==> src/rtl/memory1_stage.sv <==
// memory1_stage: MEM1 pipeline stage holding EX/MEM1 register and issuing data-cache address phase.
// Optional alignment exception via MEM1_ALIGN_CHECK_EN.
module memory1_stage #(
  parameter int ADDR_W = 32
) (
  input  logic              clk,
  input  logic              rst,
  input  logic              ex_valid,
  input  logic [31:0]       ex_result,
  input  logic [31:0]       ex_store_data,
  input  logic [4:0]        ex_rd_index,
  input  logic [2:0]        ex_number_length,
  input  logic [1:0]        ex_memory_rw,
  input  logic              ex_writeback_valid,
  input  logic              ex_writeback_src,
  output logic              mem1_allowin,
  input  logic              flush,
  output logic              dc_req,
  output logic              dc_we,
  output logic [ADDR_W-1:0] dc_addr,
  output logic [1:0]        dc_size,
  output logic [3:0]        dc_wstrb,
  output logic [31:0]       dc_wdata,
  input  logic              dc_addr_ok,
  input  logic              mem2_allowin,
  output logic              m1_to_m2_valid,
  output logic [31:0]       mem1_out,
  output logic [4:0]        mem1_rd_index,
  output logic              mem1_rd_we,
  output logic [2:0]        number_length_pass,
  output logic [1:0]        memory_rw_pass,
  output logic              writeback_valid_pass,
  output logic              writeback_src_pass,
  output logic              mem1_ale
);
  typedef enum logic [1:0] {EMPTY, PEND, DONE} state_t;
  state_t state_q, state_d;
  logic [31:0] result_q, result_d, sdata_q, sdata_d, addr;
  logic [4:0] rd_q, rd_d;
  logic [2:0] len_q, len_d;
  logic [1:0] rw_q, rw_d, size;
  logic wbv_q, wbv_d, wbs_q, wbs_d;
  logic valid, load, ex_mem, ex_mis;
  assign valid = state_q != EMPTY;
  assign size = len_q[1:0];
  assign ex_mem = ex_memory_rw == 2'b01 || ex_memory_rw == 2'b10;
`ifdef MEM1_ALIGN_CHECK_EN
  function automatic logic mis(input logic [1:0] a, input logic [1:0] s);
    return (s == 2'b01 && a[0]) || (s[1] && a != 2'b00);
  endfunction
  assign ex_mis = ex_mem && mis(ex_result[1:0], ex_number_length[1:0]);
  assign mem1_ale = valid && (rw_q == 2'b01 || rw_q == 2'b10) && mis(result_q[1:0], size);
  assign addr = result_q;
`else
  assign ex_mis = 1'b0;
  assign mem1_ale = 1'b0;
  // Force natural alignment so the cache never sees a lane-crossing access
  assign addr = {result_q[31:2], result_q[1] & ~size[1], result_q[0] & (size == 2'b00)};
`endif
  assign dc_req = state_q == PEND && !flush && !mem1_ale;
  assign dc_we = rw_q == 2'b10;
  assign dc_addr = addr[ADDR_W-1:0];
  assign dc_size = size;
  assign dc_wstrb = rw_q != 2'b10 ? 4'b0000 :
                    size == 2'b00 ? 4'b0001 << addr[1:0] :
                    size == 2'b01 ? 4'b0011 << {addr[1], 1'b0} : 4'b1111;
  assign dc_wdata = size == 2'b00 ? {4{sdata_q[7:0]}} :
                    size == 2'b01 ? {2{sdata_q[15:0]}} : sdata_q;
  assign m1_to_m2_valid = valid && !flush && mem2_allowin &&
                          (state_q == DONE || (state_q == PEND && dc_addr_ok));
  assign mem1_allowin = !valid || m1_to_m2_valid;
  assign load = ex_valid && mem1_allowin && !flush;
  assign mem1_out = result_q;
  assign mem1_rd_index = rd_q;
  assign mem1_rd_we = valid && wbv_q && !mem1_ale;
  assign number_length_pass = len_q;
  assign memory_rw_pass = rw_q;
  assign writeback_valid_pass = wbv_q;
  assign writeback_src_pass = wbs_q;
  always_comb begin
    state_d = flush ? EMPTY :
              load ? ((ex_mem && !ex_mis) ? PEND : DONE) :
              m1_to_m2_valid ? EMPTY :
              (state_q == PEND && dc_req && dc_addr_ok) ? DONE : state_q;
    result_d = load ? ex_result : result_q;
    sdata_d = load ? ex_store_data : sdata_q;
    rd_d = load ? ex_rd_index : rd_q;
    len_d = load ? ex_number_length : len_q;
    rw_d = load ? ex_memory_rw : rw_q;
    wbv_d = load ? ex_writeback_valid : wbv_q;
    wbs_d = load ? ex_writeback_src : wbs_q;
  end
  always_ff @(posedge clk) begin
    if (rst) begin
      state_q <= EMPTY;
      result_q <= '0;
      sdata_q <= '0;
      rd_q <= '0;
      len_q <= '0;
      rw_q <= '0;
      wbv_q <= 1'b0;
      wbs_q <= 1'b0;
    end else begin
      state_q <= state_d;
      result_q <= result_d;
      sdata_q <= sdata_d;
      rd_q <= rd_d;
      len_q <= len_d;
      rw_q <= rw_d;
      wbv_q <= wbv_d;
      wbs_q <= wbs_d;
    end
  end
endmodule
==> config.mk <==
export PLATFORM = sky130hd
export DESIGN_NAME = memory1_stage
export DESIGN_NICKNAME = d
export VERILOG_FILES = /design/src/rtl/memory1_stage.sv
export SDC_FILE = /design/constraint.sdc
export NUM_CORES = 1
export LEC_CHECK = 0
export CORE_MARGIN = 5
export CORE_UTILIZATION = 35
export CTS_BUF_LIST = sky130_fd_sc_hd__clkbuf_16
export CTS_CLUSTER_DIAMETER = 50
export DETAILED_ROUTE_END_ITERATION = 10
export PLACE_DENSITY = 0.7
export SLEW_MARGIN = 25
export SYNTH_ARGS = -nofsm -noshare
export SYNTH_HDL_FRONTEND = slang
export SYNTH_SLANG_ARGS = --single-unit
export TNS_END_PERCENT = 1
==> constraint.sdc <==
create_clock -name clk -period 1.75 [get_ports clk]
set_input_delay 0.35 -clock clk [delete_from_list [all_inputs] [get_ports clk]]
set_output_delay 0.35 -clock clk [all_outputs]
set_load 0.02 [all_outputs]
=== Word-level counts from Yosys, hierarchy flattened ===
Cells that the tools add are included.

* Output and inout port bits: 120
* Bits in registers: 78

* Bitwise logic cells: 3
* Multiplexer cells: 9
* Shifts and indexed selects: 2
* Reduce and logical (&&, ||, !) cells: 19
* Equality and inequality tests: 7

{| class="wikitable"
|+ Operators by type and width
! cell !! number
|-
| $mux 32 || 2
|-
| $mux 4 || 3
|-
| $logic_and 1x1->1 || 10
|-
| $mux 2 || 4
|-
| $eq 2x1->1 const B || 3
|-
| $eq 2x2->1 const B || 3
|-
| $shl 1x2->4 const A || 1
|-
| $shl 2x2->4 const A || 1
|-
| $logic_or 1x1->1 || 3
|-
| $reduce_bool 3->1 || 1
|-
| $and 1x1->1 || 2
|-
| $logic_not 1->1 || 2
|-
| $logic_not 2->1 || 1
|-
| $ne 2x2->1 const B || 1
|-
| $reduce_bool 2->1 || 1
|-
| $reduce_or 2->1 || 1
|-
| $not 1->1 || 1
|}

=== Depth between registers and ports, before layout ===
* Depth after elaboration: 8
* Depth in mapped cells: 7

=== Worst setup path before layout ===
OpenSTA, ideal clock, no wires.

* Path type: flip-flop to output port
* Start point: register len_q[1], in the netlist number_length_pass[1]
* End point: output dc_wstrb[0]
* Arrival: 1.613 ns
* Cell stages (with the launch flop): 5
* Buffers on the path: 1
* Path slack: -0.213 ns
* Cells stage by stage: dfxtp_1 -> clkbuf_1 -> nor2_1 -> and2_1 -> nor2_1

{| class="wikitable"
|+ RTL lines
! element !! line !! source
|-
| from (decl) || 40 || <nowiki>logic [2:0] len_q, len_d;</nowiki>
|-
| from (signal assigned) || 108 || <nowiki>len_q <= len_d;</nowiki>
|-
| $logic_not 2->1 || 58 || <nowiki>assign addr = {result_q[31:2], result_q[1] & ~size[1], result_q[0] & (size == 2'b00)};</nowiki>
|-
| $and 1x1->1 || 58 ||
|-
| via dc_addr[0] || 20 || <nowiki>output logic [ADDR_W-1:0] dc_addr,</nowiki>
|-
| $shl 1x2->4 || 65 || <nowiki>size == 2'b00 ? 4'b0001 << addr[1:0] :</nowiki>
|-
| $mux 4 || 65 ||
|-
| $mux 4 || 64 || <nowiki>assign dc_wstrb = rw_q != 2'b10 ? 4'b0000 :</nowiki>
|-
| to (decl) || 22 || <nowiki>output logic [3:0] dc_wstrb,</nowiki>
|}

The timed path passes the listed nets, and every way through them passes these cells.

=== Final worst setup path ===
* Start point: register len_q[0], in the netlist number_length_pass[0]
* End point: output dc_wdata[9]

* Longest elaborated chain between the ends: 2

{| class="wikitable"
|+ RTL lines
! element !! line !! source
|-
| $logic_not 2->1 || 67 || <nowiki>assign dc_wdata = size == 2'b00 ? {4{sdata_q[7:0]}} :</nowiki>
|-
| $mux 32 || 67 ||
|-
| to (decl) || 23 || <nowiki>output logic [31:0] dc_wdata,</nowiki>
|}

Every way passes these cells.

==> impl_metrics.py <==
metrics = {
    "outcome": {
        "status": "finished, violations left",
        "violations": "setup timing",
    },
    "layout": {
        "fillers": 1101,
        "area_growth_pct": 58.2,
        "drive_above_1_share": 0.193,
        "fin_nets": 705,
        "diodes": 0,
        "fin_util": 0.563,
    },
    "setup_path": {
        "crit_buf_inv": 2,
        "critPathLaunchType": "flop",
        "cp_top_family": "flip-flops",
        "r2r_cells": 5,
        "crit_type": "reg2out",
        "r2r_end": "sdata_q[4]",
        "worst_path_largest_cell_delay_ns": 0.37,
        "reg2reg_from": "state_q[1]",
        "rrSetupSlack_ns": 0.13,
        "crit_fanout": 8,
        "cp_cell_sequence": "nor2_4, buf_8, mux2_4, buf_6",
        "slowest_stage": "dfxtp_4",
        "critPathRequiredTime_ns": 1.40,
        "cp-end-kind": "output port",
        "arrival_ns": 1.46,
    },
    "synth": {
        "synthesis.instances": 452,
        "synth_nets": 534,
        "seq_area_frac_synth": 0.366,
        "ys_ff_latch": 78,
        "syn_area_per_cell_sq_um": 9.45,
        "yosysUniqueCellTypes": 23,
        "syn-cell-area_sq_um": 4270,
        "ys_warn_count": 0,
    },
    "timing": {
        "final.setup.tns_ns": -0.499,
        "whs_ns": 0.473,
        "fin_crit_sh": 1.04,
        "worst_slack_ns": -0.0626,
        "clock.fmax_ghz": 0.552,
        "rsz0062_at_grt": "true",
        "finClkSkew_ns": 0.00543,
        "report.final.slew_viol_count": 0,
        "period_needed_ns": 1.81,
        "finalSetupViolCount": 10,
        "finalHoldViolations": 0,
    },
    "grt": {
        "gr-total-overflow": 0,
        "grt_pass1_vias": 3780,
        "track_usage": 0.169,
        "antenna_found_initial": 0,
        "grt_pass1_wl_um": 19500,
        "grt_max_degree": 83,
    },
    "cts": {
        "h-tree-depth": 3,
        "cts_made_buffers": 9,
        "cts.clk_slew.worst_paths_ns": 0.06,
        "clockBufferDepth": 2,
        "cts-root-buf": "clkbuf_16",
        "cts-hold-fix-buffers": 0,
        "insertion_delay_ns": 0.33,
        "cts_tree": "yes",
        "cts_sinks": 78,
    },
    "die": {
        "rows": 40,
        "pin_count": 202,
        "initial_core_util": 0.356,
        "die_w_um": 120,
        "die_h_um": 120,
        "die_area_sq_um": 14500,
        "coreArea_sq_um": 12000,
    },
    "min_path": {
        "min_to": "mem1_rd_index[3]",
        "hp-start": "mem1_rd_index[3]",
        "holdPathStages": 2,
        "hold_path_class": "reg2reg",
    },
    "detailed_routing": {
        "ant_nets": 0,
        "num_vias": 3579,
        "wl_per_cell_um": 16.4,
        "post_drt_via_cell_ratio": 4.62,
        "finalWirelength_um": 12700,
        "first_pass_iters": 4,
        "drt-initial-drc-count": 125,
        "post-route-drc-count": 0,
    },
    "power_and_ir_drop": {
        "p_clk_frac": 0.384,
        "leakagePower_nw": 2.75,
        "p_sw_mw": 1.32,
        "intPower_mw": 3.76,
        "power_density_nw_per_um2": 751,
        "pwr-share-comb": 0.232,
        "power_frac_seq": 0.384,
        "ir_drop_mv": 0.406,
        "netSwitchingFraction": 0.260,
    },
    "place": {
        "dp_hpwl_um": 9210,
        "place_congestion": 0.797,
        "dp_slack_ns": -0.503,
        "port_buffers": 200,
    },
    "job": {
        "cap_violations": 0,
    },
}
cell type report:
cell class	instances	area [sq um]	share of cell area
Clock inverter	7	80.1	0.0118
Multi-Input combinational cell	302	2390	0.354
Tap cell	147	184	0.0272
Sequential cell	78	1570	0.232
Clock buffer	9	225	0.0333
Timing Repair Buffer	232	2310	0.342
worst max path at each step:
stage	from	endpoint	slack, ns	cells past startpoint
detailed placement	dc_addr_ok	mem1_allowin	-0.50	5
global placement	dc_addr_ok	mem1_allowin	-0.48	5
finish	number_length_pass[0]	dc_wdata[9]	-0.06	4
global route	number_length_pass[0]	dc_wdata[30]	-0.11	4
floorplan	number_length_pass[0]	dc_wdata[25]	-0.12	3
CTS	number_length_pass[1]	dc_wdata[22]	-0.17	3
per-stage QoR:
step,total power [mW],instance area (sq um),std cells
5_1_grt,5.30,6760,775
2_1_floorplan,2.58,4280,452
4_1_cts,5.07,6560,769
3_3_place_gp,3.11,6270,753
6_report,5.08,6760,775
3_5_place_dp,3.12,6270,753
logic make-up after synthesis:
| group | synth area share |
|---|---|
| and+or+nand+nor | 0.260 |
| DFF | 0.366 |
| muxes | 0.242 |
| buffers and inverters | 0.109 |
| AOI/OAI and AO/OA | 0.0217 |
| xor gates and xnor gates | 0.00205 |
| other | 0.000878 |
cell usage in the layout, fill, tap and decap left out, types with 2 or more instances in the layout:
master / n
nor2b_2: 2
clkdlybuf4s50_1: 143
mux2_4: 10
buf_2: 8
mux2i_4: 3
dfxtp_4: 2
clkinv_1: 3
nor2b_1: 2
nor3b_1: 2
nor3_1: 2
nor2_2: 6
buf_12: 8
buf_6: 14
nand2_1: 10
bufinv_16: 2
mux2_2: 7
buf_4: 31
mux2i_1: 79
clkbuf_16: 11
dlygate4sd2_1: 15
o21ai_1: 7
nand2b_1: 154
clkbuf_2: 5
dfxtp_1: 76
buf_8: 2
mux2i_2: 2
dlymetal6s2s_1: 4
o21ai_0: 2
power by group through the flow:
stage	Combinational [mW]	Clock, mW	Sequential, mW
5_1_grt	1.25	2.08	1.96
3_5_place_dp	1.14	0	1.98
6_report	1.18	1.95	1.95
3_3_place_gp	1.13	0	1.97
4_1_cts	1.13	2.00	1.95
2_1_floorplan	0.547	0	2.03
flip-flops by register name (all words and copies together), names as in the netlist:
signal,flops
writeback_src_pass,1
mem1_out,32
writeback_valid_pass,1
memory_rw_pass,2
sdata_q,32
mem1_rd_index,5
number_length_pass,3
state_q,2
worst min-delay path: stages, from the launching register on:
cell	delay [ns]
dfxtp_1	0.31
nand2b_1	0.06
mux2i_1	0.06
routing by layer:
layer / vias to the layer above / global-route usage / wire (um)
met2: 154 / 0.273 / 5930
met4: 0 / 0.0503 / 195
met1: 1644 / 0.202 / 5350
met3: 15 / 0.0767 / 1240
li1: 1766 / - / -
met5: - / 0 / 0
cells in the mapped netlist:
master,number,area share
a311oi_1,1,0.0021
a32o_1,1,0.0023
and2_1,1,0.0015
and3b_1,1,0.0021
buf_2,5,0.0059
buf_4,42,0.074
buf_6,4,0.011
clkbuf_1,21,0.018
conb_1,1,0.00088
dfxtp_1,78,0.37
mux2_2,17,0.045
mux2i_1,84,0.20
nand2_1,10,0.0088
nand2b_1,155,0.23
nor2_1,8,0.0070
nor2b_1,5,0.0073
nor3_1,2,0.0023
nor3b_1,2,0.0035
o21ai_0,10,0.012
o22ai_1,1,0.0015
o311ai_0,1,0.0021
o31a_1,1,0.0021
xnor2_1,1,0.0021
what timing repair did:
action                                  4_1_cts  5_1_grt
endpoints found under the setup margin       47       80
buffers inserted                              0        4
endpoints found under the hold margin         0        0
pin swaps                                     1        4
resized for setup                           152       97
gates cloned                                  0        2
(Power assumes the default switching activity.)
